`src/rtl/gpu_pixel_writer.sv`:
```
// Rasteriser pixel sink: range-checks pixels, buffers {addr,rgb} in a small FIFO, drains to SRAM via req/ack.
// Latency: accept at edge N into an empty FIFO gives mem_req_o at edge N+1; pix_ready_o = !full.
`ifndef WIDTH_BITS
`define WIDTH_BITS 10
`endif
`ifndef HEIGHT_BITS
`define HEIGHT_BITS 9
`endif
`ifndef CHANNEL_BITS
`define CHANNEL_BITS 8
`endif

module gpu_pixel_writer_fifo #(
  parameter int WIDTH = 8,
  parameter int DEPTH = 4
) (
  input  logic                     clk,
  input  logic                     n_rst,
  input  logic                     push,
  input  logic [WIDTH-1:0]         push_dat,
  input  logic                     pop,
  output logic [WIDTH-1:0]         head_dat,
  output logic [WIDTH-1:0]         next_dat,
  output logic [$clog2(DEPTH):0]   count,
  output logic                     full
);
  localparam int PW = $clog2(DEPTH);

  logic [WIDTH-1:0] mem [DEPTH];
  logic [PW-1:0]    wr_ptr;
  logic [PW-1:0]    rd_ptr;
  logic [PW-1:0]    rd_nxt;
  logic             do_push;
  logic             do_pop;

  assign full     = (count == (PW+1)'(DEPTH));
  assign do_push  = push && !full;
  assign do_pop   = pop && (count != '0);
  assign rd_nxt   = rd_ptr + 1'b1;
  assign head_dat = mem[rd_ptr];
  // Entry behind the head, so the writer can reload without a bubble on pop.
  assign next_dat = mem[rd_nxt];

  always_ff @(posedge clk or negedge n_rst) begin
    if (!n_rst) begin
      wr_ptr <= '0;
      rd_ptr <= '0;
      count  <= '0;
    end else begin
      if (do_push) wr_ptr <= wr_ptr + 1'b1;
      if (do_pop)  rd_ptr <= rd_nxt;
      case ({do_push, do_pop})
        2'b10:   count <= count + 1'b1;
        2'b01:   count <= count - 1'b1;
        default: count <= count;
      endcase
    end
  end

  always_ff @(posedge clk) begin
    if (do_push) mem[wr_ptr] <= push_dat;
  end
endmodule

module gpu_pixel_writer #(
  parameter int SCREEN_W   = 640,
  parameter int SCREEN_H   = 480,
  parameter int ADDR_BITS  = 19,
  parameter int FIFO_DEPTH = 4
) (
  input  logic                         clk,
  input  logic                         n_rst,
  input  logic                         pix_valid_i,
  input  logic [`WIDTH_BITS-1:0]       x_i,
  input  logic [`HEIGHT_BITS-1:0]      y_i,
  input  logic [`CHANNEL_BITS-1:0]     r_i,
  input  logic [`CHANNEL_BITS-1:0]     g_i,
  input  logic [`CHANNEL_BITS-1:0]     b_i,
  output logic                         pix_ready_o,
  output logic                         mem_req_o,
  output logic [ADDR_BITS-1:0]         mem_addr_o,
  output logic [3*`CHANNEL_BITS-1:0]   mem_data_o,
  input  logic                         mem_ack_i,
  output logic                         busy_o,
  output logic [7:0]                   drop_cnt_o
);
  localparam int XW   = `WIDTH_BITS;
  localparam int YW   = `HEIGHT_BITS;
  localparam int DW   = 3*`CHANNEL_BITS;
  localparam int EW   = ADDR_BITS + DW;
  localparam int CNTW = $clog2(FIFO_DEPTH) + 1;
  localparam logic [XW-1:0] X_LIM = XW'(SCREEN_W);
  localparam logic [YW-1:0] Y_LIM = YW'(SCREEN_H);

  typedef enum logic {IDLE, WRITE} state_t;

  state_t              state;
  state_t              state_nxt;
  logic                full;
  logic [CNTW-1:0]     count;
  logic [EW-1:0]       head_dat;
  logic [EW-1:0]       next_dat;
  logic [EW-1:0]       push_dat;
  logic [EW-1:0]       load_dat;
  logic [ADDR_BITS-1:0] pix_addr;
  logic                off_screen;
  logic                accept;
  logic                push;
  logic                pop;
  logic                load;

  assign pix_ready_o = !full;
  assign accept      = pix_valid_i && pix_ready_o;
  assign off_screen  = (x_i >= X_LIM) || (y_i >= Y_LIM);
  assign push        = accept && !off_screen;
  assign pix_addr    = ADDR_BITS'(y_i) * ADDR_BITS'(SCREEN_W) + ADDR_BITS'(x_i);
  assign push_dat    = {pix_addr, r_i, g_i, b_i};
  assign mem_req_o   = (state == WRITE);
  assign busy_o      = (count != '0) || (state == WRITE);

  gpu_pixel_writer_fifo #(
    .WIDTH (EW),
    .DEPTH (FIFO_DEPTH)
  ) u_fifo (
    .clk      (clk),
    .n_rst    (n_rst),
    .push     (push),
    .push_dat (push_dat),
    .pop      (pop),
    .head_dat (head_dat),
    .next_dat (next_dat),
    .count    (count),
    .full     (full)
  );

  // The head entry stays in the FIFO until acked; on ack the register reloads
  // from the following entry, or straight from a same-cycle push.
  always_comb begin
    state_nxt = state;
    load      = 1'b0;
    load_dat  = head_dat;
    pop       = 1'b0;
    case (state)
      IDLE: begin
        if (count != '0) begin
          state_nxt = WRITE;
          load      = 1'b1;
        end
      end
      WRITE: begin
        if (mem_ack_i) begin
          pop = 1'b1;
          if (count > CNTW'(1)) begin
            load     = 1'b1;
            load_dat = next_dat;
          end else if (push) begin
            load     = 1'b1;
            load_dat = push_dat;
          end else begin
            state_nxt = IDLE;
          end
        end
      end
      default: state_nxt = IDLE;
    endcase
  end

  always_ff @(posedge clk or negedge n_rst) begin
    if (!n_rst) begin
      state      <= IDLE;
      mem_addr_o <= '0;
      mem_data_o <= '0;
    end else begin
      state <= state_nxt;
      if (load) begin
        mem_addr_o <= load_dat[EW-1 -: ADDR_BITS];
        mem_data_o <= load_dat[DW-1:0];
      end
    end
  end

  always_ff @(posedge clk or negedge n_rst) begin
    if (!n_rst) begin
      drop_cnt_o <= '0;
    end else if (accept && off_screen && (drop_cnt_o != 8'hFF)) begin
      drop_cnt_o <= drop_cnt_o + 8'd1;
    end
  end
endmodule
```
`config.mk`:
```
export PLATFORM = sky130hd
export DESIGN_NAME = gpu_pixel_writer
export DESIGN_NICKNAME = d
export VERILOG_FILES = /design/src/rtl/gpu_pixel_writer.sv
export SDC_FILE = /design/constraint.sdc
export NUM_CORES = 1
export LEC_CHECK = 0
export ABC_AREA = 0
export CAP_MARGIN = 0
export CORE_MARGIN = 5
export CORE_UTILIZATION = 52
export CTS_CLUSTER_DIAMETER = 200
export CTS_CLUSTER_SIZE = 12
export DETAILED_ROUTE_END_ITERATION = 16
export GPL_TIMING_DRIVEN = 0
export PLACE_DENSITY = 0.82
export SKIP_LAST_GASP = 1
export SYNTH_ARGS = -nofsm -noshare
export SYNTH_HDL_FRONTEND = slang
export SYNTH_SLANG_ARGS = --single-unit
```
`constraint.sdc`:
```
create_clock -name clk -period 2.35 [get_ports clk]
set_input_delay 0.47 -clock clk [delete_from_list [all_inputs] [get_ports clk]]
set_output_delay 0.47 -clock clk [all_outputs]
set_load 0.05 [all_outputs]
```
# ---- After elaboration in Yosys (flattened, before gate mapping)
# Memories as Yosys holds them, arrays and structs flattened.
# Index checks and enable logic that the tools add are counted.
dict set report totals {
  register_bits 59
  ram_bits 172
  input_bits 47
  out_inout_bits 54
  wordCells 51
  n_memories 1
}
# name depth width read_ports rd_ports_with_merged_regs write_ports line_no
set memory_table {}
lappend memory_table {u_fifo.mem 4 43 2 0 1 29} ;# logic [WIDTH-1:0] mem [DEPTH];
dict set report classes {
  n_addsub 6
  multipliers 1
  magnitude_cmp 3
  eq_ne 4
  muxes 16
  bitwise 1
  n_reduce_logical 12
}
# op n
set op_table {}
lappend op_table {{2-to-1 mux 43 bit} 4}
lappend op_table {{adder 19 x 10 -> 19 bit} 1}
lappend op_table {{multiplier 9 x 3 -> 12 bit, second input constant} 1}
lappend op_table {{>= comparator 10 bit, second input constant} 1}
lappend op_table {{>= comparator 9 bit, second input constant} 1}
lappend op_table {{2-to-1 mux 1 bit} 9}
lappend op_table {{adder 8 x 1 -> 8 bit, second input constant} 1}
lappend op_table {{inequality test 8 bit, second input constant} 1}
lappend op_table {{logical AND 1 bit} 6}
lappend op_table {{one-hot mux 3 bit (2 select lines)} 1}
lappend op_table {{adder 2 x 1 -> 2 bit, second input constant} 2}
lappend op_table {{one-hot mux 1 bit (2 select lines)} 2}
lappend op_table {{adder 3 x 1 -> 3 bit, second input constant} 1}
lappend op_table {{equality test 3 bit, second input constant} 1}
lappend op_table {{greater-than comparator 3 x 1 -> 1 bit, second input constant} 1}
lappend op_table {{nonzero test 3 bit} 1}
lappend op_table {{subtractor 3 x 1 -> 3 bit, second input constant} 1}
lappend op_table {{equality test 2 x 1 -> 1 bit, second input constant} 1}
lappend op_table {{equality test 2 bit, second input constant} 1}
lappend op_table {{logical NOT 1 bit} 2}
lappend op_table {{logical OR 1 bit} 2}
lappend op_table {{nonzero test 2 bit} 1}
lappend op_table {{inverter 1 bit} 1}

# ---- Logic depth before layout (Yosys ltp)
dict set report logic_depth {
  depth_word 8
  mapped_depth 11
  mapped_depth_nobuf 11
}

# ---- By module
# From an unflattened synthesis, not the netlist that was laid out.
dict set report hier_totals {
  hier_cells 736
  area_unflattened_um2 11267.1
}
# module n_inst cells_per_inst area_per_inst_um2 seq_area_each_um2
set by_module_without_submodules {}
lappend by_module_without_submodules {gpu_pixel_writer_fifo 1 314 7773.7 5340.1}
lappend by_module_without_submodules {gpu_pixel_writer 1 422 3493.4 1301.2}

# ---- Worst setup path before layout
# Ideal clock, no wire load.
dict set report synth_path {
  path_type {reg2reg}
  startpoint {register u_fifo.count[0]}
  endpoint {memory u_fifo.mem[0][0] (netlist name), enable pin}
  setup_ns 0.405
  arrival_time_ns 2.532
  t_required_ns 1.945
  setup_slack_ns -0.587
  stages_incl_launch_ff 7
  path_buffers 0
  period_less_slack_ns 2.937
  path_cell_list {dfrtp_1 > inv_1 > ha_1 > nand2_1 > nand2_1 > nor2_2 > and2_1}
}
dict set report synth_between {
  elab_chain_len 7
}
# item line_no
set synth_rtl {}
lappend synth_rtl {{start: declaration} 24} ;# output logic [$clog2(DEPTH):0] count,
lappend synth_rtl {{start signal: assignment} 53} ;# 2'b10: count <= count + 1'b1;
lappend synth_rtl {{start signal: assignment} 54} ;# 2'b01: count <= count - 1'b1;
lappend synth_rtl {{start signal: assignment} 55} ;# default: count <= count;
lappend synth_rtl {{equality test 3 bit (*)} 36} ;# assign full = (count == (PW+1)'(DEPTH));
lappend synth_rtl {{logical NOT 1 bit (*)} 112} ;# assign pix_ready_o = !full;
lappend synth_rtl {{net pix_ready_o} 79} ;# output logic pix_ready_o,
lappend synth_rtl {{logical AND 1 bit} 113} ;# assign accept = pix_valid_i && pix_ready_o;
lappend synth_rtl {{logical AND 1 bit} 115} ;# assign push = accept && !off_screen;
lappend synth_rtl {{logical AND 1 bit (*)} 37} ;# assign do_push = push && !full;
lappend synth_rtl {{2-to-1 mux 1 bit (*)} 61} ;# if (do_push) mem[wr_ptr] <= push_dat;
lappend synth_rtl {{2-to-1 mux 1 bit (not written as such) (*)} 61}
lappend synth_rtl {{end: declaration} 29}
# The timed path passes the listed nets; every way through them passes the cells marked *.

# ---- Final worst setup path
dict set report layout_path {
  startpoint {input port y_i[4]}
  endpoint {memory u_fifo.mem[1][41] (netlist name), data pin}
}
dict set report layout_between {
  elab_chain_len 2
}
# item line_no
set layout_rtl {}
lappend layout_rtl {{start: declaration} 75} ;# input logic [`HEIGHT_BITS-1:0] y_i,
lappend layout_rtl {{multiplier 9 x 3 -> 12 bit} 116} ;# assign pix_addr = ADDR_BITS'(y_i) * ADDR_BITS'(SCREEN_W) + ADDR_BITS'(x_i);
lappend layout_rtl {{adder 19 x 10 -> 19 bit} 116}
lappend layout_rtl {{net pix_addr[17]} 105} ;# logic [ADDR_BITS-1:0] pix_addr;
# The timed path passes the listed nets, and every way through them passes these cells.

==> key figures <==
Run status
  – Run status: finished with violations
  – Failing checks: setup timing

Clock network
  – # hold bufs at CTS: 0
  – CTS clk-pin slew, worst paths: 0.06 ns
  – Root Buffer: clkbuf_16
  – Clock buffer count from CTS: 23
  – Worst skew pair latency: 0.51 ns
  – Clk sink count: 231
  – CTS tree: done
  – H-tree depth: 1
  – Max clock buf depth: 3

Route
  – DR DRC count: 0
  – Routed Wire Length: 27400 µm
  – First-pass DRT Iterations: 5
  – Post-route ant nets: 0
  – Wire length per cell: 24.0 µm
  – Via count of the routed design: 7304
  – DR iter-0 viols: 825
  – DR vias/cell: 6.39

Final layout
  – Layout cells sized above 1: 27.2%
  – Nets@finish: 926
  – Area Growth Syn to Fin: 23.3%
  – Final Util: between 60% and 70%

Global route
  – Initial antenna violation count: 3
  – First-pass GRT wire length: approximately 42000 µm
  – Number of global-route vias before repair: 7599
  – Largest net degree at the start of global routing: 60
  – GRT Total Usage: 22.2%
  – Remaining Overflow, GRT: 0

Worst setup path
  – Worst path required time: 2.60 ns
  – Startpoint types: input port
  – Critical path peak fanout: 6
  – CP endpoint kind: flip-flop
  – Crit path kind: in -> reg
  – CP Launch Point: y_i[4]
  – Worst Path Arrival: 2.60 ns
  – Worst r2r src: u_fifo.count[0]

Synthesis
  – Ys Warns: 0
  – Library cells used by synthesis: a little over 50
  – Syn avg cell area: 15.8 µm²
  – Mapped cell area: 11100 µm²
  – Top post-synthesis cells by area: edfxtp_1 47%, mux4_2 17%, dfrtp_1 13%
  – Synth top area share: 46.6%
  – Post-Synthesis Cells: 703
  – Synth Register Bits: 231
  – Synth area leader: edfxtp_1
  – Seq/Total Area, Yosys: 59.9%
  – Syn Nets: 779

STA
  – Fin crit period: between 2 and 2.5 ns
  – Worst slew margin: 44.2%
  – Hold Slack: around 0.064 ns
  – Fin Clk Skew: 0.00941 ns
  – Pins Over Slew Limit: 0
  – FMAX: between 400 and 500 MHz
  – Tcrit/Tclk final: 100%
  – Worst Tran Pin Value: 0.838 ns
  – Final setup fails: 3
  – Final WS setup: -0.00117 ns
  – Setup repair after global routing missed its margin: yes
  – Fin. Hold Viols: 0

Flow run
  – Max_cap viols: 0

Pwr
  – Cell Pwr Density: 1340 nW/µm²
  – Worst IR drop on VDD: approximately 0.63 mV
  – Leak Pwr: 0.00476 µW

Die
  – Die Height: around 160 µm
  – Die Width: approximately 160 µm
  – # rows: 53
  – Initial core utilization: between 50% and 60%
  – I/O Pins: between 100 and 150
  – Die area: roughly 24000 µm²
  – Core ar.: 21000 µm²

Hold path
  – Hold Crit Class: in -> async

Placement
  – Input/output buffers: 100
  – Final Wtd Congestion: 0.778
  – HPWL after DPL: 17300 µm
==> path summary, 6_finish.rpt <==
check / to / slack, ns / depth (start not counted)
max in group asynchronous: u_fifo.count[0] / 1.69 / 1
min: mem_data_o[20] / 0.06 / 1
min in group clk: u_fifo.mem[3][31] / 0.44 / 2
max: u_fifo.mem[1][41] / -0.001 / 9
max reg2reg: u_fifo.mem[1][34] / 0.05 / 7
min reg2reg: mem_data_o[19] / 0.49 / 1
==> synth_stat cells (all sizes together) <==
library cell	instances
a211oi	1
a21o	4
a21oi	13
a22oi	39
a31oi	2
and2	9
and3	4
buf	18
clkbuf	27
dfrtp	59
edfxtp	172
fa	2
ha	27
inv	10
mux2i	2
mux4	86
nand2	19
nand2b	2
nand3	9
nand3b	2
nand4	5
nor2	19
nor2b	3
nor3	1
nor4b	2
nor4bb	1
o2111ai	2
o211a	1
o21a	37
o21ai	87
o21bai	1
o221a	1
o221ai	1
o22ai	1
o31a	1
or2	2
or3	8
or4	1
xnor2	17
xor2	5
==> registers in the layout (all words and copies together) (netlist names) <==
signal         flops
u_fifo.mem       172
mem_data_o        24
mem_addr_o        19
drop_cnt_o         8
u_fifo.count       3
u_fifo.rd_ptr      2
u_fifo.wr_ptr      2
mem_req_o          1
==> kinds of logic (layout without fill, tap and decap cells) <==
kind of cell / after synthesis / count (layout) / synth area share, %
buffers and inverters: 55 / 218 / 2.22
DFF: 231 / 231 / 59.9
xor gates and xnor gates: 22 / 22 / 1.74
other: 0 / 1 / 0
adders and majority gates: 29 / 29 / 3.41
and+or+nand+nor: 87 / 88 / 4.27
muxes: 88 / 88 / 17.7
AOI/OAI and AO/OA: 191 / 191 / 10.7
==> timing repair <==
| action | CTS | global route |
|---|---|---|
| gates resized for setup | 75 | 45 |
| pin swaps | 24 | 15 |
| buffers inserted | 15 | 6 |
| gates cloned | 0 | 1 |
| setup endpoints to repair | 241 | 228 |
==> layer usage <==
layer  global-route usage [%]  wire length, µm  up-vias
met5                        0               21        -
met4                     6.46              609        4
met3                     3.41             2210       55
met2                     39.8            14500      371
met1                     28.2            10100     3729
li1                         -                -     3145
==> worst max-delay path, stage by stage <==
cell and delay [ns]:
buf_2 0.13, ha_4 0.25, ha_4 0.26, a21o_1 0.21, a21o_4 0.25, or3_4 0.42, nor4bb_4 0.18, and3_1 0.18
or2_4 0.25
==> final cells by class <==
| cell class | count | area (µm²) |
|---|---|---|
| timing repair buffer | 121 | 1130 |
| antenna | 1 | 2.50 |
| buffer | 45 | 251 |
| tap | 275 | 344 |
| inverter | 10 | 37.5 |
| sequential | 231 | 6640 |
| clock buffer | 40 | 639 |
| multi-input combinational | 418 | 4600 |
| fill | 1413 | 7350 |
| clock inverter | 2 | 20.0 |
==> stage by stage <==
| stage | worst slack [ns] | instances | total power (µW) | cell area (µm²) | TNS [ns] |
|---|---|---|---|---|---|
| floorplan | -0.307 | 703 | 12100 | 11200 | -2.70 |
| global placement | -1.37 | 1078 | 14400 | 12600 | -250.91 |
| detailed placement | -1.10 | 1078 | 14700 | 12600 | -171.68 |
| CTS | 0.000153 | 1135 | 18200 | 13500 | 0 |
| global route | -0.0765 | 1143 | 19200 | 13700 | -3.67 |
| finish | -0.00117 | 1143 | 18300 | 13700 | -0.00159 |
==> placed cells by master, fill, tap and decap left out, types with 5 or more instances in the layout <==
cell type,n
a21oi_1,8
a21oi_2,5
a22oi_1,39
and2_4,6
buf_2,15
buf_4,24
clkbuf_1,33
clkbuf_16,23
clkbuf_2,14
clkdlybuf4s50_1,88
dfrtp_1,58
edfxtp_1,172
ha_1,15
ha_4,12
inv_1,9
mux4_2,85
nand2_1,15
nand3_1,7
nor2_1,14
o21a_1,36
o21ai_0,50
o21ai_1,32
or3_1,7
xnor2_1,13
==> where the power goes <==
part           internal [µW]  switching [µW]
sequential              5400             531
clock                   1850            1480
combinational           3840            5230
No activity file was read; power rests on OpenSTA's default activity.
